==> config.mk <==
export PLATFORM = sky130hd
export DESIGN_NAME = ucsbece154b_icache
export DESIGN_NICKNAME = d
export VERILOG_FILES = /design/src/rtl/ucsbece154b_icache_pkg.sv /design/src/rtl/ucsbece154b_icache_way.sv /design/src/rtl/ucsbece154b_icache.sv
export SDC_FILE = /design/constraint.sdc
export NUM_CORES = 2
export LEC_CHECK = 0
export CAP_MARGIN = 20
export CORE_MARGIN = 3
export CORE_UTILIZATION = 40
export CTS_BUF_LIST = sky130_fd_sc_hd__clkbuf_2 sky130_fd_sc_hd__clkbuf_4 sky130_fd_sc_hd__clkbuf_8
export DETAILED_ROUTE_END_ITERATION = 16
export PLACE_DENSITY = 0.61
export SETUP_SLACK_MARGIN = 0.2
export SYNTH_ARGS = -nofsm -noshare
export SYNTH_HDL_FRONTEND = slang
export SYNTH_SLANG_ARGS = --single-unit
export TNS_END_PERCENT = 20
==> constraint.sdc <==
create_clock -name clk -period 28.1 [get_ports clk]
set_clock_uncertainty 0.05 [all_clocks]
set_input_delay 8.43 -clock clk [delete_from_list [all_inputs] [get_ports clk]]
set_output_delay 8.43 -clock clk [all_outputs]
set_load 0.02 [all_outputs]
==> src/rtl/ucsbece154b_icache_pkg.sv <==
// Shared definitions for the instruction cache: FSM states and address-field widths.
package ucsbece154b_icache_pkg;

    localparam int XLEN            = 32;
    localparam int NUM_SETS_DEF    = 8;
    localparam int NUM_WAYS_DEF    = 2;
    localparam int BLOCK_WORDS_DEF = 4;

    typedef enum logic [1:0] {
        S_IDLE    = 2'd0,
        S_REQ     = 2'd1,
        S_FILL    = 2'd2,
        S_DELIVER = 2'd3
    } state_t;

    function automatic int off_w(input int block_words);
        return $clog2(block_words);
    endfunction

    function automatic int idx_w(input int num_sets);
        return $clog2(num_sets);
    endfunction

    function automatic int tag_w(input int num_sets, input int block_words);
        return XLEN - idx_w(num_sets) - off_w(block_words) - 2;
    endfunction

    function automatic int way_w(input int num_ways);
        return (num_ways > 1) ? $clog2(num_ways) : 1;
    endfunction

    localparam int OFF_W = off_w(BLOCK_WORDS_DEF);
    localparam int IDX_W = idx_w(NUM_SETS_DEF);
    localparam int TAG_W = tag_w(NUM_SETS_DEF, BLOCK_WORDS_DEF);

endpackage

==> src/rtl/ucsbece154b_icache_way.sv <==
// One cache way: valid/tag/data arrays with a combinational lookup port and a
// whole-block install port.
module ucsbece154b_icache_way #(
    parameter int NUM_SETS    = 8,
    parameter int BLOCK_WORDS = 4,
    parameter int IDX_BITS    = 3,
    parameter int OFF_BITS    = 2,
    parameter int TAG_BITS    = 25
) (
    input  logic                         clk,
    input  logic                         reset,
    input  logic [IDX_BITS-1:0]          lookup_index,
    input  logic [TAG_BITS-1:0]          lookup_tag,
    input  logic [OFF_BITS-1:0]          lookup_offset,
    output logic                         hit,
    output logic [31:0]                  word,
    input  logic [IDX_BITS-1:0]          probe_index,
    output logic                         probe_valid,
    input  logic                         install_en,
    input  logic [IDX_BITS-1:0]          install_index,
    input  logic [TAG_BITS-1:0]          install_tag,
    input  logic [BLOCK_WORDS-1:0][31:0] install_block
);

    logic [NUM_SETS-1:0]          valid_q;
    logic [TAG_BITS-1:0]          tag_q  [NUM_SETS];
    logic [BLOCK_WORDS-1:0][31:0] data_q [NUM_SETS];

    always_ff @(posedge clk or negedge reset) begin
        if (!reset) begin
            valid_q <= '0;
        end else if (install_en) begin
            valid_q[install_index] <= 1'b1;
        end
    end

    // NOTE: tag/data arrays carry no reset; valid_q gates every use, so they can map to RAM.
    always_ff @(posedge clk) begin
        if (install_en) begin
            tag_q[install_index]  <= install_tag;
            data_q[install_index] <= install_block;
        end
    end

    assign hit         = valid_q[lookup_index] && (tag_q[lookup_index] == lookup_tag);
    assign word        = data_q[lookup_index][lookup_offset];
    assign probe_valid = valid_q[probe_index];

endmodule

==> src/rtl/ucsbece154b_icache.sv <==
// Set-associative instruction cache: one-cycle hits, burst refill on miss, and
// suppression of the refilled instruction when the core mispredicts mid-refill.
module ucsbece154b_icache
    import ucsbece154b_icache_pkg::*;
#(
    parameter int NUM_SETS    = NUM_SETS_DEF,
    parameter int NUM_WAYS    = NUM_WAYS_DEF,
    parameter int BLOCK_WORDS = BLOCK_WORDS_DEF
) (
    input  logic        clk,
    input  logic        reset,
    input  logic        ReadEnable,
    input  logic [31:0] ReadAddress,
    input  logic        Misprediction,
    output logic [31:0] Instruction,
    output logic        Ready,
    output logic [31:0] MemReadAddress,
    output logic        MemReadRequest,
    input  logic        Busy,
    input  logic [31:0] MemDataIn,
    input  logic        MemDataReady
);

    localparam int OFF_BITS = off_w(BLOCK_WORDS);
    localparam int IDX_BITS = idx_w(NUM_SETS);
    localparam int TAG_BITS = tag_w(NUM_SETS, BLOCK_WORDS);
    localparam int WAY_BITS = way_w(NUM_WAYS);

    localparam logic [OFF_BITS-1:0] LAST_BEAT = OFF_BITS'(BLOCK_WORDS - 1);
    localparam logic [WAY_BITS-1:0] LAST_WAY  = WAY_BITS'(NUM_WAYS - 1);

    typedef logic [BLOCK_WORDS-1:0][31:0] block_t;

    logic [OFF_BITS-1:0] lk_off;
    logic [IDX_BITS-1:0] lk_idx;
    logic [TAG_BITS-1:0] lk_tag;
    logic [1:0]          unused_byte_off;

    assign lk_off          = ReadAddress[OFF_BITS+1:2];
    assign lk_idx          = ReadAddress[OFF_BITS+2 +: IDX_BITS];
    assign lk_tag          = ReadAddress[31 -: TAG_BITS];
    assign unused_byte_off = ReadAddress[1:0];

    state_t              state_q;
    logic                abort_q;
    logic [OFF_BITS-1:0] beat_q;
    logic [TAG_BITS-1:0] req_tag_q;
    logic [IDX_BITS-1:0] req_idx_q;
    logic [OFF_BITS-1:0] req_off_q;
    block_t              line_buf_q;
    logic [WAY_BITS-1:0] rr_q [NUM_SETS];

    logic [NUM_WAYS-1:0] way_hit;
    logic [NUM_WAYS-1:0] way_valid;
    logic [31:0]         way_word [NUM_WAYS];
    logic                hit;
    logic [31:0]         hit_word;
    logic                install_en;
    block_t              fill_block;
    logic [WAY_BITS-1:0] victim;
    logic                victim_free;

    assign install_en = (state_q == S_FILL) && MemDataReady && (beat_q == LAST_BEAT);

    for (genvar w = 0; w < NUM_WAYS; w++) begin : g_way
        ucsbece154b_icache_way #(
            .NUM_SETS    (NUM_SETS),
            .BLOCK_WORDS (BLOCK_WORDS),
            .IDX_BITS    (IDX_BITS),
            .OFF_BITS    (OFF_BITS),
            .TAG_BITS    (TAG_BITS)
        ) u_way (
            .clk           (clk),
            .reset         (reset),
            .lookup_index  (lk_idx),
            .lookup_tag    (lk_tag),
            .lookup_offset (lk_off),
            .hit           (way_hit[w]),
            .word          (way_word[w]),
            .probe_index   (req_idx_q),
            .probe_valid   (way_valid[w]),
            .install_en    (install_en && (victim == WAY_BITS'(w))),
            .install_index (req_idx_q),
            .install_tag   (req_tag_q),
            .install_block (fill_block)
        );
    end

    // NOTE: every always_comb output gets a default first, so no path can infer a latch.
    always_comb begin
        hit      = |way_hit;
        hit_word = '0;
        for (int w = 0; w < NUM_WAYS; w++) begin
            if (way_hit[w]) hit_word = hit_word | way_word[w];
        end
    end

    // Descending scan so the lowest-index invalid way wins; otherwise round-robin.
    always_comb begin
        victim      = rr_q[req_idx_q];
        victim_free = 1'b0;
        for (int w = NUM_WAYS - 1; w >= 0; w--) begin
            if (!way_valid[w]) begin
                victim      = WAY_BITS'(w);
                victim_free = 1'b1;
            end
        end
    end

    always_comb begin
        fill_block                  = line_buf_q;
        fill_block[BLOCK_WORDS - 1] = MemDataIn;
    end

    // NOTE: sequential state uses non-blocking assignments so every register samples pre-edge values.
    always_ff @(posedge clk or negedge reset) begin
        if (!reset) begin
            state_q        <= S_IDLE;
            abort_q        <= 1'b0;
            beat_q         <= '0;
            req_tag_q      <= '0;
            req_idx_q      <= '0;
            req_off_q      <= '0;
            line_buf_q     <= '0;
            Ready          <= 1'b0;
            Instruction    <= '0;
            MemReadRequest <= 1'b0;
            MemReadAddress <= '0;
            for (int s = 0; s < NUM_SETS; s++) rr_q[s] <= '0;
        end else begin
            case (state_q)
                S_IDLE, S_DELIVER: begin
                    abort_q <= 1'b0;
                    state_q <= S_IDLE;
                    if (ReadEnable) begin
                        if (hit) begin
                            Ready       <= 1'b1;
                            Instruction <= hit_word;
                        end else begin
                            Ready          <= 1'b0;
                            req_tag_q      <= lk_tag;
                            req_idx_q      <= lk_idx;
                            req_off_q      <= lk_off;
                            MemReadRequest <= 1'b1;
                            MemReadAddress <= {lk_tag, lk_idx, {(OFF_BITS + 2){1'b0}}};
                            state_q        <= S_REQ;
                        end
                    end
                end
                S_REQ: begin
                    if (Misprediction) abort_q <= 1'b1;
                    if (!Busy) begin
                        MemReadRequest <= 1'b0;
                        beat_q         <= '0;
                        state_q        <= S_FILL;
                    end
                end
                S_FILL: begin
                    if (Misprediction) abort_q <= 1'b1;
                    if (MemDataReady) begin
                        line_buf_q[beat_q] <= MemDataIn;
                        beat_q             <= beat_q + 1'b1;
                        if (beat_q == LAST_BEAT) begin
                            state_q <= S_DELIVER;
                            if (!(abort_q || Misprediction)) begin
                                Ready       <= 1'b1;
                                Instruction <= fill_block[req_off_q];
                            end
                            if (!victim_free) begin
                                rr_q[req_idx_q] <= (rr_q[req_idx_q] == LAST_WAY) ? '0 : rr_q[req_idx_q] + 1'b1;
                            end
                        end
                    end
                end
                default: state_q <= S_IDLE;
            endcase
        end
    end

endmodule

==> results.cfg <==
[status]
status = completed

[critical_path]
crit_fanout = 94
critical_path_class = input pin to flip-flop
slowest_delay_ns = 0.81
r2r-start = req_idx_q[1]
end_kind = flip-flop
start_kind = input pin
cp_data_required_time_ns = 29.03
cp.arrival_ns = 14.36
path_common_cell = buf_4
reg2reg_slack_ns = 22.22
slowest_stage = buf_4
critPathLaunch = ReadAddress[5]
crit_chain = buf_8 -> buf_4 -> buf_4 -> mux4_2 -> mux2i_1 -> xnor2_1 -> nor3_1 -> nand4_1 -> nor4_4 -> buf_4 -> buf_4 -> a21oi_1 -> mux2i_1

[synthesis]
ys_types = 67
synth_edf_count = 2448
synth_top_area_cell = edfxtp_1
yosys-top-cells-count = 2,448 x edfxtp_1, 544 x mux2i_1, 400 x mux4_2, 189 x dfrtp_1, 133 x a221oi_1
yosysSeqAreaShare = 0.765
netlist_area_um2 = 102000
syn_inst = 5002
async_reset_ff_frac = 0.0717
ys_seq_elements = 2637
synth_ff_type = edfxtp_1
synthTopCellsByArea = edfxtp_1 72%, mux4_2 8.8%, mux2i_1 5.3%, dfrtp_1 4.6%, mux2_2 1.3%
yosysWarnings = 0
synth_most_common_cell = edfxtp_1
syn_avg_cell_area_um2 = 20.4
synth_top_area_share = 0.719

[clock_tree]
clk_latency_ns = 1.10
clk_pin_slew_worst_paths_ns = 0.06
post_cts_buffers = 0
clock_sinks = 2637
clock_tree.root_cell = clkbuf_8
tritoncts = done
clock_path_buffers = 4
post_cts.resized_instances = 0
htree_levels = 5
cts_buffers = 426
cts-hold-fix-buffers = 0

[final_layout]
design_area_um2 = 116000
final_net_count = 5450
multi_input_area_um2 = 22700
area_delta_synth_final_pct = 13.6
fillers = 21300
regArea_um2 = 78200
stdcell_count = 9085
drive_above_1_share = 0.242

[power]
powerDensity_nw_per_um2 = 81.4
p_leak_nw = 38.4
ir_drop_v = 0.0000654
seqPwrFrac = 0.556
clkPwrFrac = 0.351
combinationalPowerShare = 0.093
p_int_w = 0.00703
switchingPower_w = 0.00243
swShare = 0.257

[detailed_routing]
viasPerCell = 5.77
routed-via-count = 52400
wl_per_cell_um = 28.9
drc = 0
ant_nets = 0
wirelength_mm = 262
drtIter0Drc = 5180
firstDrtPassIters = 6

[sta]
fin_tns_setup_ns = 0
max_freq_ghz = 0.0745
min_period_ns = 13.43
period_share = 0.478
grt_setup_unrepaired = false
slew_viol_final = 0
worst_pin_slew_ns = 1.15
hold_viol_final = 0
setup_viol = 0
fin_ws_ns = 14.67
max_slew_margin = 0.232
hold-worst-slack_ns = 0.440

[hold_path]
min-delay-start = abort_q
min_path_type = flip-flop to flip-flop

[placement]
place_inst = 8294
hpwl_mm = 130
io_buffers = 129
pre_cts_ws_ns = 13.56
globalplace.congestion = 0.778
dpl_cell_area_um2 = 108000

[global_routing]
antenna_found_initial = 19
track_usage = 0.198
grt_max_degree = 134
grt_pass1_vias = 54400
grt_pass1_wl_mm = 381
grt-ovfl-total = 0

[floorplanning]
coreArea_um2 = 253000
start_util = 0.405
rows = 184
die_h_um = 512
pin_count = 136
die-area_um2 = 262000
die_w_um = 512

[run]
maxCapViolCount = 0
-- final cells by class --
type                    count  area share
well taps                3348      0.0361
repair buffers            239      0.0193
flip-flops and latches   2637       0.673
clock inverters           130     0.00704
diodes                     17    0.000366
clock buffers             644      0.0672
multi-input cells        2030       0.195
inverters                  40     0.00129
-- cells by family after synthesis --
kind of cell	Yosys count	synth area share
AOI/OAI and AO/OA	634	0.0442
other	1	0.0000367
adders and majority gates	6	0.000734
DFF	2637	0.765
xor gates and xnor gates	43	0.00368
muxes	1095	0.158
buffers and inverters	338	0.0156
and+or+nand+nor	248	0.0128
-- worst paths after layout --
check	to	depth (start not counted)
setup / recovery	Instruction[14]	13
hold / removal	abort_q	2
setup reg to reg	g_way[1].u_way.data_q[1][20]	11
hold reg to reg	abort_q	2
max in group asynchronous	fill_block[89]	2
min in group asynchronous	Instruction[24]	1
-- through the flow --
| stage | util | total power [W] |
|---|---|---|
| 2_1_floorplan | - | 0.00567 |
| 5_1_grt | 0.460 | 0.00981 |
| 6_report | 0.460 | 0.00946 |
| 3_5_place_dp | 0.425 | 0.00623 |
| 3_3_place_gp | 0.425 | 0.00618 |
| 4_1_cts | 0.460 | 0.00954 |
-- sequential cells by signal, indices dropped and copies added, names as in the netlist --
register and cells:
g_way.u_way.data_q 2048, g_way.u_way.tag_q 400, fill_block 96, Instruction 32, req_tag_q 24, g_way.u_way.valid_q 16, rr_q 8, MemReadAddress 2
beat_q 2, req_idx_q 2, req_off_q 2, state_q 2, MemReadRequest 1, Ready 1, abort_q 1
-- layer usage --
layer  vias to the layer above  track usage  part of all wire
met2                      1984        0.322              0.48
met5                         -            0          0.000080
met1                     28200        0.274              0.42
li1                      21700            -                 -
met4                         4       0.0544             0.023
met3                       452       0.0362             0.070
-- cells in the final DEF, fill, tap and decap left out, types with 6 or more instances in the layout --
| master | Yosys | final |
|---|---|---|
| nor2b_1 | 11 | 10 |
| o22ai_1 | 104 | 104 |
| o21bai_1 | 16 | 16 |
| mux4_2 | 400 | 400 |
| o2111ai_1 | 6 | 6 |
| clkbuf_4 | 0 | 169 |
| edfxtp_1 | 2448 | 2448 |
| nand4_1 | 45 | 45 |
| clkinv_1 | 0 | 69 |
| and3_1 | 9 | 8 |
| nor2_1 | 65 | 48 |
| nor3_1 | 9 | 9 |
| dfrtp_1 | 189 | 187 |
| clkdlybuf4s50_1 | 0 | 124 |
| inv_1 | 40 | 40 |
| o41ai_1 | 32 | 32 |
| nand2b_1 | 8 | 6 |
| xnor2_1 | 8 | 8 |
| mux2i_1 | 544 | 544 |
| mux2_1 | 30 | 30 |
| buf_4 | 35 | 102 |
| o21ai_0 | 106 | 106 |
| bufinv_16 | 0 | 8 |
| nand3_1 | 10 | 7 |
| xor2_1 | 35 | 35 |
| a41o_1 | 32 | 32 |
| diode_2 | 0 | 17 |
| buf_12 | 0 | 9 |
| a22o_1 | 8 | 8 |
| a221oi_1 | 133 | 133 |
| nand2_1 | 53 | 52 |
| clkinv_2 | 0 | 44 |
| mux2_2 | 121 | 121 |
| a21oi_1 | 70 | 70 |
| a22oi_1 | 110 | 110 |
| nor2_4 | 0 | 17 |
| clkbuf_8 | 0 | 475 |
-- worst max-delay path: cells and delay by family --
family                 cells  cell delay, ns
buffers and inverters      5            3.35
multiplexers               3            1.06
AND/OR/NAND/NOR            3            0.83
AO/OA/AOI/OAI              1            0.34
XOR/XNOR                   1            0.12
-- power groups by stage --
| stage | clock, W | combinational (W) | sequential (W) |
|---|---|---|---|
| after floorplan | 0 | 0.000510 | 0.00516 |
| after global placement | 0 | 0.000872 | 0.00531 |
| after detailed placement | 0 | 0.000881 | 0.00535 |
| after CTS | 0.00340 | 0.000885 | 0.00526 |
| after global routing | 0.00357 | 0.000928 | 0.00531 |
| final | 0.00332 | 0.000875 | 0.00526 |
Note: power is estimated with default switching activity, not from simulation.
